## config.mk

```make
export PLATFORM = sky130hd
export DESIGN_NAME = dmem_bus_arbiter
export DESIGN_NICKNAME = d
export VERILOG_FILES = /design/src/rtl/dmem_bus_arbiter.sv
export SDC_FILE = /design/constraint.sdc
export NUM_CORES = 1
export LEC_CHECK = 0
export ABC_AREA = 1
export BUFFER_PORTS_ARGS = -buffer_cell sky130_fd_sc_hd__buf_2
export CORE_AREA = 2 2 143 145
export DETAILED_ROUTE_END_ITERATION = 8
export DIE_AREA = 0 0 145 147
export HOLD_SLACK_MARGIN = 0.08
export PLACE_DENSITY = 0.66
export SYNTH_ARGS = -nofsm -noshare
export SYNTH_HDL_FRONTEND = slang
export SYNTH_SLANG_ARGS = --single-unit
```

## constraint.sdc

```tcl
create_clock -name clk -period 4 [get_ports clk]
set_input_delay 1.2 -clock clk [delete_from_list [all_inputs] [get_ports clk]]
set_output_delay 1.2 -clock clk [all_outputs]
set_load 0.005 [all_outputs]
```

## src/rtl/dmem_bus_arbiter.sv

```systemverilog
// dmem_bus_arbiter: two-master arbiter/sequencer for the shared data-memory bus.
//   Master 0 = core load/store port, master 1 = debug/DMA port.
//   Each transaction runs IDLE -> ACCESS -> RESP. The address is decoded into
//   data RAM / peripheral / stack regions. One-hot selects and a read or write
//   strobe are driven for the single ACCESS cycle. The read data is registered
//   and returned with a one-cycle ack in RESP.
// Ports:
//   clk, rst                      clock, synchronous active-high reset
//   mX_req/we/addr/wdata          master X request and payload (X = 0, 1)
//   mX_ack/rdata/err              master X response, valid for one cycle
//   bus_addr, bus_wdata           latched address / write data (ACCESS only)
//   bus_rd, bus_wr                read / write strobes
//   sel_data/periph/stack         one-hot region selects
//   rdata_data/periph/stack       read data returned by each region
// Build option: define DMEM_ARB_FIXED_PRIO_EN to give master 0 fixed
//   priority. By default, ties are arbitrated round-robin.
module dmem_bus_arbiter #(
  parameter int unsigned    AW          = 32,
  parameter int unsigned    DW          = 32,
  parameter logic [AW-1:0]  DATA_BASE   = AW'(32'h0000_0000),
  parameter logic [AW-1:0]  PERIPH_BASE = AW'(32'h0000_2000),
  parameter logic [AW-1:0]  STACK_BASE  = AW'(32'h0000_3000)
) (
  input  logic          clk,
  input  logic          rst,
  input  logic          m0_req,
  input  logic          m0_we,
  input  logic [AW-1:0] m0_addr,
  input  logic [DW-1:0] m0_wdata,
  output logic          m0_ack,
  output logic [DW-1:0] m0_rdata,
  output logic          m0_err,
  input  logic          m1_req,
  input  logic          m1_we,
  input  logic [AW-1:0] m1_addr,
  input  logic [DW-1:0] m1_wdata,
  output logic          m1_ack,
  output logic [DW-1:0] m1_rdata,
  output logic          m1_err,
  output logic [AW-1:0] bus_addr,
  output logic [DW-1:0] bus_wdata,
  output logic          bus_rd,
  output logic          bus_wr,
  output logic          sel_data,
  output logic          sel_periph,
  output logic          sel_stack,
  input  logic [DW-1:0] rdata_data,
  input  logic [DW-1:0] rdata_periph,
  input  logic [DW-1:0] rdata_stack
);

  localparam logic [AW-1:0] DATA_SIZE   = AW'(32'h2000);
  localparam logic [AW-1:0] PERIPH_SIZE = AW'(32'h1000);
  localparam logic [AW-1:0] STACK_SIZE  = AW'(32'h1000);

  typedef enum logic [1:0] {IDLE, ACCESS, RESP} state_t;

  state_t        state, state_next;

  logic          gnt_q;     // granted master id
  logic          we_q;
  logic [AW-1:0] addr_q;
  logic [DW-1:0] wdata_q;
  logic          err_q;
  logic [2:0]    sel_q;     // {stack, periph, data}
  logic [DW-1:0] rdata_q;

  logic          grant_d;
  logic          we_d;
  logic [AW-1:0] addr_d;
  logic [DW-1:0] wdata_d;
  logic          err_d;
  logic [2:0]    sel_d;
  logic [DW-1:0] rdata_d;

`ifndef DMEM_ARB_FIXED_PRIO_EN
  logic          last_grant;
`endif

  // Arbitration and decode of the winning request (only consumed in IDLE).
  always_comb begin
`ifdef DMEM_ARB_FIXED_PRIO_EN
    grant_d = ~m0_req;
`else
    grant_d = (m0_req && m1_req) ? ~last_grant : ~m0_req;
`endif
    we_d    = grant_d ? m1_we    : m0_we;
    addr_d  = grant_d ? m1_addr  : m0_addr;
    wdata_d = grant_d ? m1_wdata : m0_wdata;

    // Offset compare: (addr - base) < size covers both range bounds,
    // because an address below base wraps to a large offset.
    sel_d = '0;
    if (addr_d[1:0] == 2'b00) begin
      if ((addr_d - DATA_BASE) < DATA_SIZE)          sel_d = 3'b001;
      else if ((addr_d - PERIPH_BASE) < PERIPH_SIZE) sel_d = 3'b010;
      else if ((addr_d - STACK_BASE) < STACK_SIZE)   sel_d = 3'b100;
    end
    err_d = (sel_d == 3'b000);
  end

  // Read data captured at the end of ACCESS. It is zero for writes and errors.
  always_comb begin
    rdata_d = '0;
    if (!err_q && !we_q) begin
      unique case (sel_q)
        3'b001:  rdata_d = rdata_data;
        3'b010:  rdata_d = rdata_periph;
        3'b100:  rdata_d = rdata_stack;
        default: rdata_d = '0;
      endcase
    end
  end

  always_ff @(posedge clk) begin
    if (rst) state <= IDLE;
    else     state <= state_next;
  end

  always_comb begin
    state_next = state;
    bus_rd     = 1'b0;
    bus_wr     = 1'b0;
    sel_data   = 1'b0;
    sel_periph = 1'b0;
    sel_stack  = 1'b0;
    bus_addr   = '0;
    bus_wdata  = '0;
    m0_ack     = 1'b0;
    m1_ack     = 1'b0;
    unique case (state)
      IDLE: begin
        if (m0_req || m1_req) state_next = ACCESS;
      end
      ACCESS: begin
        bus_addr   = addr_q;
        bus_wdata  = wdata_q;
        bus_rd     = ~err_q & ~we_q;
        bus_wr     = ~err_q &  we_q;
        sel_data   = sel_q[0];
        sel_periph = sel_q[1];
        sel_stack  = sel_q[2];
        state_next = RESP;
      end
      RESP: begin
        m0_ack     = ~gnt_q;
        m1_ack     =  gnt_q;
        state_next = IDLE;
      end
      default: state_next = IDLE;
    endcase
    m0_rdata = m0_ack ? rdata_q : '0;
    m1_rdata = m1_ack ? rdata_q : '0;
    m0_err   = m0_ack & err_q;
    m1_err   = m1_ack & err_q;
  end

  always_ff @(posedge clk) begin
    if (rst) begin
      gnt_q      <= 1'b0;
      we_q       <= 1'b0;
      addr_q     <= '0;
      wdata_q    <= '0;
      err_q      <= 1'b0;
      sel_q      <= '0;
      rdata_q    <= '0;
`ifndef DMEM_ARB_FIXED_PRIO_EN
      last_grant <= 1'b1;
`endif
    end else begin
      if (state == IDLE && (m0_req || m1_req)) begin
        gnt_q      <= grant_d;
        we_q       <= we_d;
        addr_q     <= addr_d;
        wdata_q    <= wdata_d;
        err_q      <= err_d;
        sel_q      <= sel_d;
`ifndef DMEM_ARB_FIXED_PRIO_EN
        last_grant <= grant_d;
`endif
      end
      if (state == ACCESS) rdata_q <= rdata_d;
    end
  end

endmodule
```

# Word-level counts from Yosys, hierarchy flattened
# Cells that the tools add are included.
[word_totals]
elab_cells = 61
ff_bits = 105
out_inout_bits = 137
inputBits = 230
[op_classes]
order_cmp = 3
mux = 23
n_bitwise = 9
n_addsub = 2
n_eq_ne = 6
reduce_logical = 9
[op_table]
columns = ["operator", "n"]
rows = [
  ["32-bit 2-to-1 mux", 7],
  ["32-bit case mux with 3 select lines", 1],
  ["32-bit by 13-bit < comparator with 1-bit output (second input constant)", 2],
  ["32-bit by 14-bit subtractor with 32-bit output (second input constant)", 2],
  ["32-bit by 14-bit < comparator with 1-bit output (second input constant)", 1],
  ["3-bit 2-to-1 mux", 4],
  ["1-bit 2-to-1 mux", 9],
  ["1-bit inverter", 5],
  ["1-bit bitwise AND", 4],
  ["2-bit logical NOT", 2],
  ["2-bit case mux with 2 select lines", 1],
  ["3-bit by 1-bit equality test with 1-bit output (second input constant)", 1],
  ["3-bit by 2-bit equality test with 1-bit output (second input constant)", 1],
  ["3-bit equality test (second input constant)", 1],
  ["1-bit logical AND", 3],
  ["3-bit logical NOT", 1],
  ["2-bit by 1-bit equality test with 1-bit output (second input constant)", 1],
  ["2-bit equality test (second input constant)", 1],
  ["1-bit logical NOT", 2],
  ["2-bit 2-to-1 mux", 1],
  ["2-bit inequality test (second input constant)", 1],
  ["1-bit logical OR", 1],
]

# Logic depth before layout (Yosys ltp)
# Gate-level depths: netlist of the first run.
[depth]
ltp_word = 10
ltp_mapped = 20
ltp_nobuf = 20

# Least setup slack after synthesis of the first run
# Ideal clock, no wire load.
[synth_timing]
path_type = "in2reg"
start = "input port m0_req"
end = "register err_q"
slack_ns = 1.141
path_stages = 16
n_path_buf = 1
setup_ns = 0.132
required_time_ns = 3.868
t_arrival_ns = 2.727
path_cell_list = "buf_4 > nand3_1 > nand2_1 > inv_1 > ha_1 > nand3_1 > nand2_1 > nor2_2 > xor2_1 > nand2_1 > nor2_1 > nand2_1 > nor2_1 > nand3_1 > nand3_1 > a21oi_1"
[synth_between]
elab_chain_cells = 10
elab_cells_between_ends = 17
cone_classes = "add/sub (2); order compare (3); mux (6); bitwise (1); reduce/logical (5)"
[synth_rtl]
columns = ["element", "line_no", "source"]
rows = [
  ["from (decl)", "26", "input logic m0_req,"],
  ["1-bit logical AND or 1-bit inverter (tied branches)", "85", "grant_d = (m0_req && m1_req) ? ~last_grant : ~m0_req;"],
  ["1-bit 2-to-1 mux", "85", ""],
  ["32-bit 2-to-1 mux", "88", "addr_d = grant_d ? m1_addr : m0_addr;"],
  ["32-bit by 14-bit subtractor with 32-bit output", "97", "else if ((addr_d - STACK_BASE) < STACK_SIZE) sel_d = 3'b100;"],
  ["32-bit by 13-bit < comparator with 1-bit output", "97", ""],
  ["3-bit 2-to-1 mux", "97", ""],
  ["3-bit 2-to-1 mux", "96", "else if ((addr_d - PERIPH_BASE) < PERIPH_SIZE) sel_d = 3'b010;"],
  ["3-bit 2-to-1 mux", "95", "if ((addr_d - DATA_BASE) < DATA_SIZE) sel_d = 3'b001;"],
  ["3-bit 2-to-1 mux", "94", "if (addr_d[1:0] == 2'b00) begin"],
  ["3-bit logical NOT", "99", "err_d = (sel_d == 3'b000);"],
  ["to (signal assigned)", "176", "err_q <= err_d;"],
  ["to (decl)", "64", "logic err_q;"],
]
# Parallel ways exist; a longest one is shown, timed or not.
# A chain may end at the register's enable or synchronous reset.

# Worst setup path after layout of the first run
[layout_timing]
start = "input port m1_req"
end = "register err_q"
[layout_between]
elab_chain_cells = 10
elab_cells_between_ends = 16
cone_classes = "add/sub (2); order compare (3); mux (6); reduce/logical (5)"
[layout_rtl]
columns = ["element", "line_no", "source"]
rows = [
  ["from (decl)", "33", "input logic m1_req,"],
  ["1-bit logical AND", "85", ""],
  ["1-bit 2-to-1 mux", "85", ""],
  ["32-bit 2-to-1 mux", "88", ""],
  ["32-bit by 14-bit subtractor with 32-bit output", "97", ""],
  ["32-bit by 13-bit < comparator with 1-bit output", "97", ""],
  ["3-bit 2-to-1 mux", "97", ""],
  ["3-bit 2-to-1 mux", "96", ""],
  ["3-bit 2-to-1 mux", "95", ""],
  ["3-bit 2-to-1 mux", "94", ""],
  ["3-bit logical NOT", "99", ""],
]
# Parallel ways exist; a longest one is shown, timed or not.

==> impl_metrics.ini, run 1 <==
[setup_path]
worst-r2r-cell-count = 19
worstSetupStartpointType = input pin
worst-r2r-setup-slack_ns = 1.20
kind_of_end_point_of_the_critical_path = flop
crit-reg2reg-capture = err_q
timing.setup.critical_path_class = input pin to flop
reg_to_reg_startpoint = last_grant
critPathArrivalTime_ns = 3.63
worst-endpoint-required_ns = 4.21
worst-path-max-fanout = 28

[power_and_ir_drop]
power.share.switching_pct = 34.90
cell_internal_power_w = 0.001857
power.density_nw_per_um2 = 309.8
power.ir.vdd_worst_mv = 0.1916
power.share.combinational_pct = 26.6
power.static_leakage_nw = 4.771
power.share.clock_pct = 32.3
sequentialPowerShare_pct = 41.1
netSwitchingPower_w = 0.0009956

[sta]
timing_worst_slew_pin_value_ns = 1.038
final.period_utilization_pct = 85.36
maxSlewViolCount = 0
max_freq_mhz = 292.9
setup_total_negative_slack_ns = 0
slew_headroom_pct = 30.74
final_period_minus_worst_setup_slack_ns = 3.415
setup-violations-final = 0
rsz_0062_raised_after_global_routing = no
hold_viol = 0
maximum_clock_skew_at_final_layout_ns = 0.01746

[floorplanning]
ioPinCount = 367
chip_width_um = 145
start_util_pct = 34.59
floorplan.die.height_um = 147
row_count = 52
core_area_um2 = 19840
die-area_um2 = 21320

[route]
routed_wirelength_um = 26420
drt_first_pass_iters = 5
via_count = 8545
detail_route.iter0.violations = 501
antenna_left = 0
drc = 0
wl_per_cell_um = 14.53
routed_via_density = 4.700

[worst_hold_path]
min-delay-path-class = flop to flop
min_path_cells = 2
min_delay_worst_endpoint = rdata_q[11]
startpoint_of_the_tightest_hold_check_path = rdata_q[11]

[logic_synthesis]
yosys-top-cells-area = dfxtp_1 (31%), nand2_1 (22%), nor2_1 (9.6%)
synth_area_per_cell_um2 = 5.631
netlist_instances = 1219
yosys.area.top_type_share_pct = 30.62
yosys.cell_count.top_type = nand2_1
synth_seq_cells = 105
share_of_flip_flops_with_an_asynchronous_set_or_reset_pct = 0
netlist-cell-type-count = 29
mappedNetlistArea_um2 = 6864
yosys_most_used_dff = dfxtp_1
synth-seq-area-share_pct = 30.62
post-synth-top-area-cell = dfxtp_1
synth_fp_nets = 1450
yosys_warnings = 0
synth.cells.most_frequent = nand2_1 (399), nor2_1 (176), inv_1 (164), dfxtp_1 (105), o21ai_0 (74)
synth-edff-count = 0

[cts]
cts_setup_buffers = 0
cts-resized-gates = 0
cts_hold_buf = 0
clk_transition_reported_paths_ns = 0.08
clock-root-buffer = clkbuf_16
cts_tree = done
htree_levels = 3
cts_num_sinks = 105
numCtsBuffers = 9
clk_latency_ns = 0.36
cts_max_path_buffers = 2

[final_layout]
fin_nets = 1770
finish.utilization_pct = 46.40
postLayoutCellArea_um2 = 9208
flow.area_growth_from_synthesis_pct = 34.14
drive_gt1_share_pct = 27.78

[grt]
groute.usage.overall_pct = 23.75
grt_first_pass_wirelength_um = 41120
grt_antenna_before_repair = 4
grt_start_max_net_pins = 87
number_of_global_route_vias_before_repair = 7859
overflow = 0

[placement]
place.port_buffers = 366
gpl.final_weighted_congestion = 0.9490
placed_area_um2 = 8892
post-dp-hpwl_um = 20380

[run_status]
status = completed

[job]
max_capacitance_violation_count = 0
-- worst max-delay path, stage by stage --
cell     delay (ns)
buf_2          0.18
nand2_4        0.20
nand2_4        0.25
nand2_1        0.07
nand2_1        0.15
inv_1          0.08
ha_1           0.20
nand3_1        0.13
nand2_1        0.14
nor2_1         0.20
nand2_1        0.12
nand2_1        0.07
nand2_1        0.06
nor2_1         0.11
nand2_1        0.08
nor2_1         0.11
nand3_1        0.12
nand3_1        0.09
a21oi_1        0.06
-- stage by stage --
stage	power, W	setup slack (ns)	hold slack (ns)	cells
after global placement	0.001958	0.3904	0.4529	1798
after detailed placement	0.001958	0.2762	0.4551	1798
after global routing	0.003026	0.3273	0.4830	1816
after floorplan	0.001656	1.141	0.4453	1219
after CTS	0.002890	0.6428	0.4675	1814
final	0.002853	0.5855	0.4679	1818
-- registers in the layout, indices dropped and copies added (netlist names) --
name and count:
addr_q 32, rdata_q 32, wdata_q 32, sel_q 3
state 2, err_q 1, gnt_q 1, last_grant 1
we_q 1
-- cell families after synthesis --
group / count (synthesis) / share of synthesized area (%)
flip-flops: 105 / 30.62
AND/OR/NAND/NOR: 686 / 40.65
buffers and inverters: 240 / 13.69
adder cells (fa/ha/maj): 1 / 0.1823
AO/OA/AOI/OAI: 183 / 14.35
XOR/XNOR: 4 / 0.5103
-- final cells by class --
type	instances	area [um2]
Fill cell	2142	10640
Multi-Input combinational cell	874	3860
Sequential cell	105	2102
Timing Repair Buffer	382	1964
Inverter	167	628.1
Tap cell	270	337.8
Clock buffer	9	225.2
Clock inverter	7	80.08
Antenna cell	4	10.01
-- worst max path at each step --
stage / startpoint / endpoint / slack [ns] / cells after the start
CTS: m1_req / err_q / 0.64 / 18
floorplan: m0_req / err_q / 1.14 / 16
global placement: m1_req / err_q / 0.39 / 18
detailed placement: m1_req / err_q / 0.28 / 18
finish: m1_req / err_q / 0.59 / 19
global route: m1_req / err_q / 0.33 / 19
-- power by group through the flow --
stage                     Clock, W  Sequential (W)  Combinational [W]
after detailed placement         0         0.00120           0.000763
final                     0.000920         0.00117           0.000760
after global placement           0         0.00119           0.000765
after global routing      0.000982         0.00118           0.000860
after floorplan                  0         0.00118           0.000472
after CTS                 0.000953         0.00117           0.000765
-- cells in the final DEF (no fill, tap or decap), types with 2 or more instances in the layout --
cell,n
nor3_2,3
nor2_4,3
xor2_1,4
nand2_4,2
clkinv_8,2
nand3b_1,10
nor3_1,6
nand3_1,71
inv_1,162
nor2_1,176
nand2_1,399
clkbuf_16,9
nand2_2,6
diode_2,4
a31oi_1,43
inv_6,2
a21oi_1,60
o21ai_0,73
nor2_2,8
inv_8,2
buf_4,15
dfxtp_1,105
o21ai_1,2
buf_2,366
inv_2,4
-- metal layers --
| layer | part of all wire (%) | GRT usage [%] | up-vias |
|---|---|---|---|
| met5 | 0 | 0 | - |
| met4 | 2.6 | 8.515 | 0 |
| met3 | 6.6 | 4.752 | 45 |
| li1 | - | - | 4408 |
| met1 | 43 | 30.61 | 3779 |
| met2 | 47 | 39.64 | 313 |
Note: power is estimated with default switching activity, not from simulation.
==> inputs of run 2 (changes only) <==
--- a/config.mk
+++ b/config.mk
@@ -6,7 +6,7 @@
 export NUM_CORES = 1
 export LEC_CHECK = 0
 export ABC_AREA = 1
-export BUFFER_PORTS_ARGS = -buffer_cell sky130_fd_sc_hd__buf_2
+export BUFFER_PORTS_ARGS = -buffer_cell sky130_fd_sc_hd__clkbuf_2
 export CORE_AREA = 2 2 143 145
 export DETAILED_ROUTE_END_ITERATION = 8
 export DIE_AREA = 0 0 145 147
==> run 2 against run 1 <==
  * Flip-flop and latch count is the same
  * Clock skew is 0.0036 ns lower
  * Clock-buffer cell count stayed put
  * First-iteration DRC count is 0.80% lower
  * Clock power grew 2.6%
  * Final cell count is the same
  * Register-to-register slack is essentially flat
  * Via count increased by 0.16%
  * Hold slack got worse by 0.0011 ns
  * Global-route usage up 0.31 points
  * Routed wire length barely moved
==> impl_metrics.ini, run 2 (same netlist as run 1, synthesis figures left out) <==
[cts]
clk_latency_ns = 0.37
numCtsBuffers = 9
cts-resized-gates = 0
cts_tree = done
htree_levels = 3
clock-root-buffer = clkbuf_16
cts_setup_buffers = 0
cts_max_path_buffers = 2
cts_hold_buf = 0
cts_num_sinks = 105
clk_transition_reported_paths_ns = 0.07

[sta]
timing.final.ws_setup_ns = 0.5987
slew_headroom_pct = 44.53
max_freq_mhz = 294.0
final.period_utilization_pct = 85.03
setup-violations-final = 0
setup_total_negative_slack_ns = 0
hold_viol = 0
rsz_0062_raised_after_global_routing = no
final_period_minus_worst_setup_slack_ns = 3.401
maxSlewViolCount = 0
timing_worst_slew_pin_value_ns = 0.8233
maximum_clock_skew_at_final_layout_ns = 0.01391

[route]
via_count = 8559
detail_route.iter0.violations = 497
wl_per_cell_um = 14.53
dr.max_layer_used = met4
routed_via_density = 4.708
drc = 0
met1_length_um = 11490
routed_wirelength_um = 26420
antenna_left = 0
drt_first_pass_iters = 5
dr_wl_met3_um = 1674
routed-wl-met2_um = 12870

[final_layout]
flow.area_growth_from_synthesis_pct = 34.23
drive_gt1_share_pct = 27.88
finish.utilization_pct = 46.43
mostFrequentLayoutCells = nand2_1 (399), clkbuf_2 (366), nor2_1 (176)
filler_cell_count = 2223
fin_nets = 1772
top_registers = addr_q x32, rdata_q x32, wdata_q x32
leading_cell_type_in_the_layout_fill_and_taps_excluded = nand2_1
layout.cells.non_filler = 1818
postLayoutCellArea_um2 = 9214

[placement]
placed_area_um2 = 8895
place.port_buffers = 366
gpl.final_weighted_congestion = 0.8778
place_worst_setup_slack_ns = 0.2179
placed_cells_incl_taps = 1800
post-dp-hpwl_um = 20450

[worst_hold_path]
min-delay-path-class = flop to flop

[setup_path]
cp_cell_sequence = clkbuf_2 -> nand2_4 -> nand2_4 -> nand2_1 -> nand2_1 -> inv_1 -> ha_1 -> nand3_1 -> nand2_1 -> nor2_2 -> xor2_1 -> nand2_1 -> nor2_1 -> nand2_1 -> nor2_1 -> nand3_1 -> nand3_1 -> a21oi_1
max_stage_delay_ns = 0.31
worstSetupStartpointType = input pin
crit_path_frequent_cell = nand2_1
critPathArrivalTime_ns = 3.61
crit_slowest_cell = nand2_4
worst-endpoint-required_ns = 4.21
worst-path-max-fanout = 30
kind_of_end_point_of_the_critical_path = flop
cp_top_family = simple AND/OR/NAND/NOR gates
path_buf_inv = 2
timing.setup.critical_path_class = input pin to flop

[power_and_ir_drop]
netSwitchingPower_w = 0.001014
cell_internal_power_w = 0.001863
power.share.combinational_pct = 26.4
power.share.switching_pct = 35.25
power.ir.vdd_worst_mv = 0.1897
power.static_leakage_nw = 4.709
sequentialPowerShare_pct = 40.8
power.share.clock_pct = 32.8
power.density_nw_per_um2 = 312.2

[floorplanning]
chip_width_um = 145
start_util_pct = 34.59
floorplan.die.height_um = 147
die-area_um2 = 21320
row_count = 52
ioPinCount = 367
core_area_um2 = 19840

[run_status]
status = completed

[grt]
number_of_global_route_vias_before_repair = 7850
groute.usage.overall_pct = 24.07
overflow = 0
grt_antenna_before_repair = 2
grt_first_pass_wirelength_um = 41200
grt_start_max_net_pins = 89

[job]
max_capacitance_violation_count = 0
run 2: changes by cell type in the layout (fill, tap and decap cells not counted):
cell and change:
clkbuf_2 +366, buf_4 +3, inv_12 +1, clkinvlp_4 -1
buf_2 -366, buf_12 -1, diode_2 -2
run 2: worst paths after layout:
kind | from | to | slack, ns | cells after the start
setup / recovery | m1_req | err_q | 0.60 | 18
hold / removal | rdata_q[28] | rdata_q[28] | 0.47 | 2
setup reg to reg | last_grant | err_q | 1.20 | 18
hold reg to reg | rdata_q[28] | rdata_q[28] | 0.47 | 2
run 2: worst reg2reg max path, delay by kind of cell (launching register included):
family	cells	cell delay (ns)
AO/OA/AOI/OAI	1	0.06
XOR/XNOR	1	0.15
adder cells (fa/ha/maj)	1	0.19
buffers and inverters	2	0.20
flip-flops	1	0.31
AND/OR/NAND/NOR	13	1.73
run 2: final cells by class:
cell class	count	area (um2)	share of cell area, %
Antenna cell	2	5.005	0.05432
Timing Repair Buffer	384	1967	21.35
Tap cell	270	337.8	3.666
Inverter	167	628.1	6.817
Multi-Input combinational cell	874	3860	41.89
Clock inverter	7	88.84	0.9641
Sequential cell	105	2102	22.81
Clock buffer	9	225.2	2.444
run 2: per-layer routing:
metal	track usage (%)	vias to the layer above
li1	-	4403
met1	31.18	3803
met2	41.69	327
met3	4.379	26
met4	5.693	0
met5	0	-
run 2: power groups by stage:
stage	clock network (W)	logic [W]	registers, W
after global routing	0.00101	0.000864	0.00118
after detailed placement	0	0.000763	0.00120
after CTS	0.000976	0.000766	0.00117
after global placement	0	0.000761	0.00119
after floorplan	0	0.000472	0.00118
final	0.000944	0.000761	0.00117
run 2: through the flow:
| stage | hold WS [ns] | power, W |
|---|---|---|
| floorplan | 0.4453 | 0.001656 |
| global placement | 0.4525 | 0.001955 |
| detailed placement | 0.4578 | 0.001958 |
| CTS | 0.4697 | 0.002914 |
| global route | 0.4852 | 0.003058 |
| finish | 0.4668 | 0.002877 |
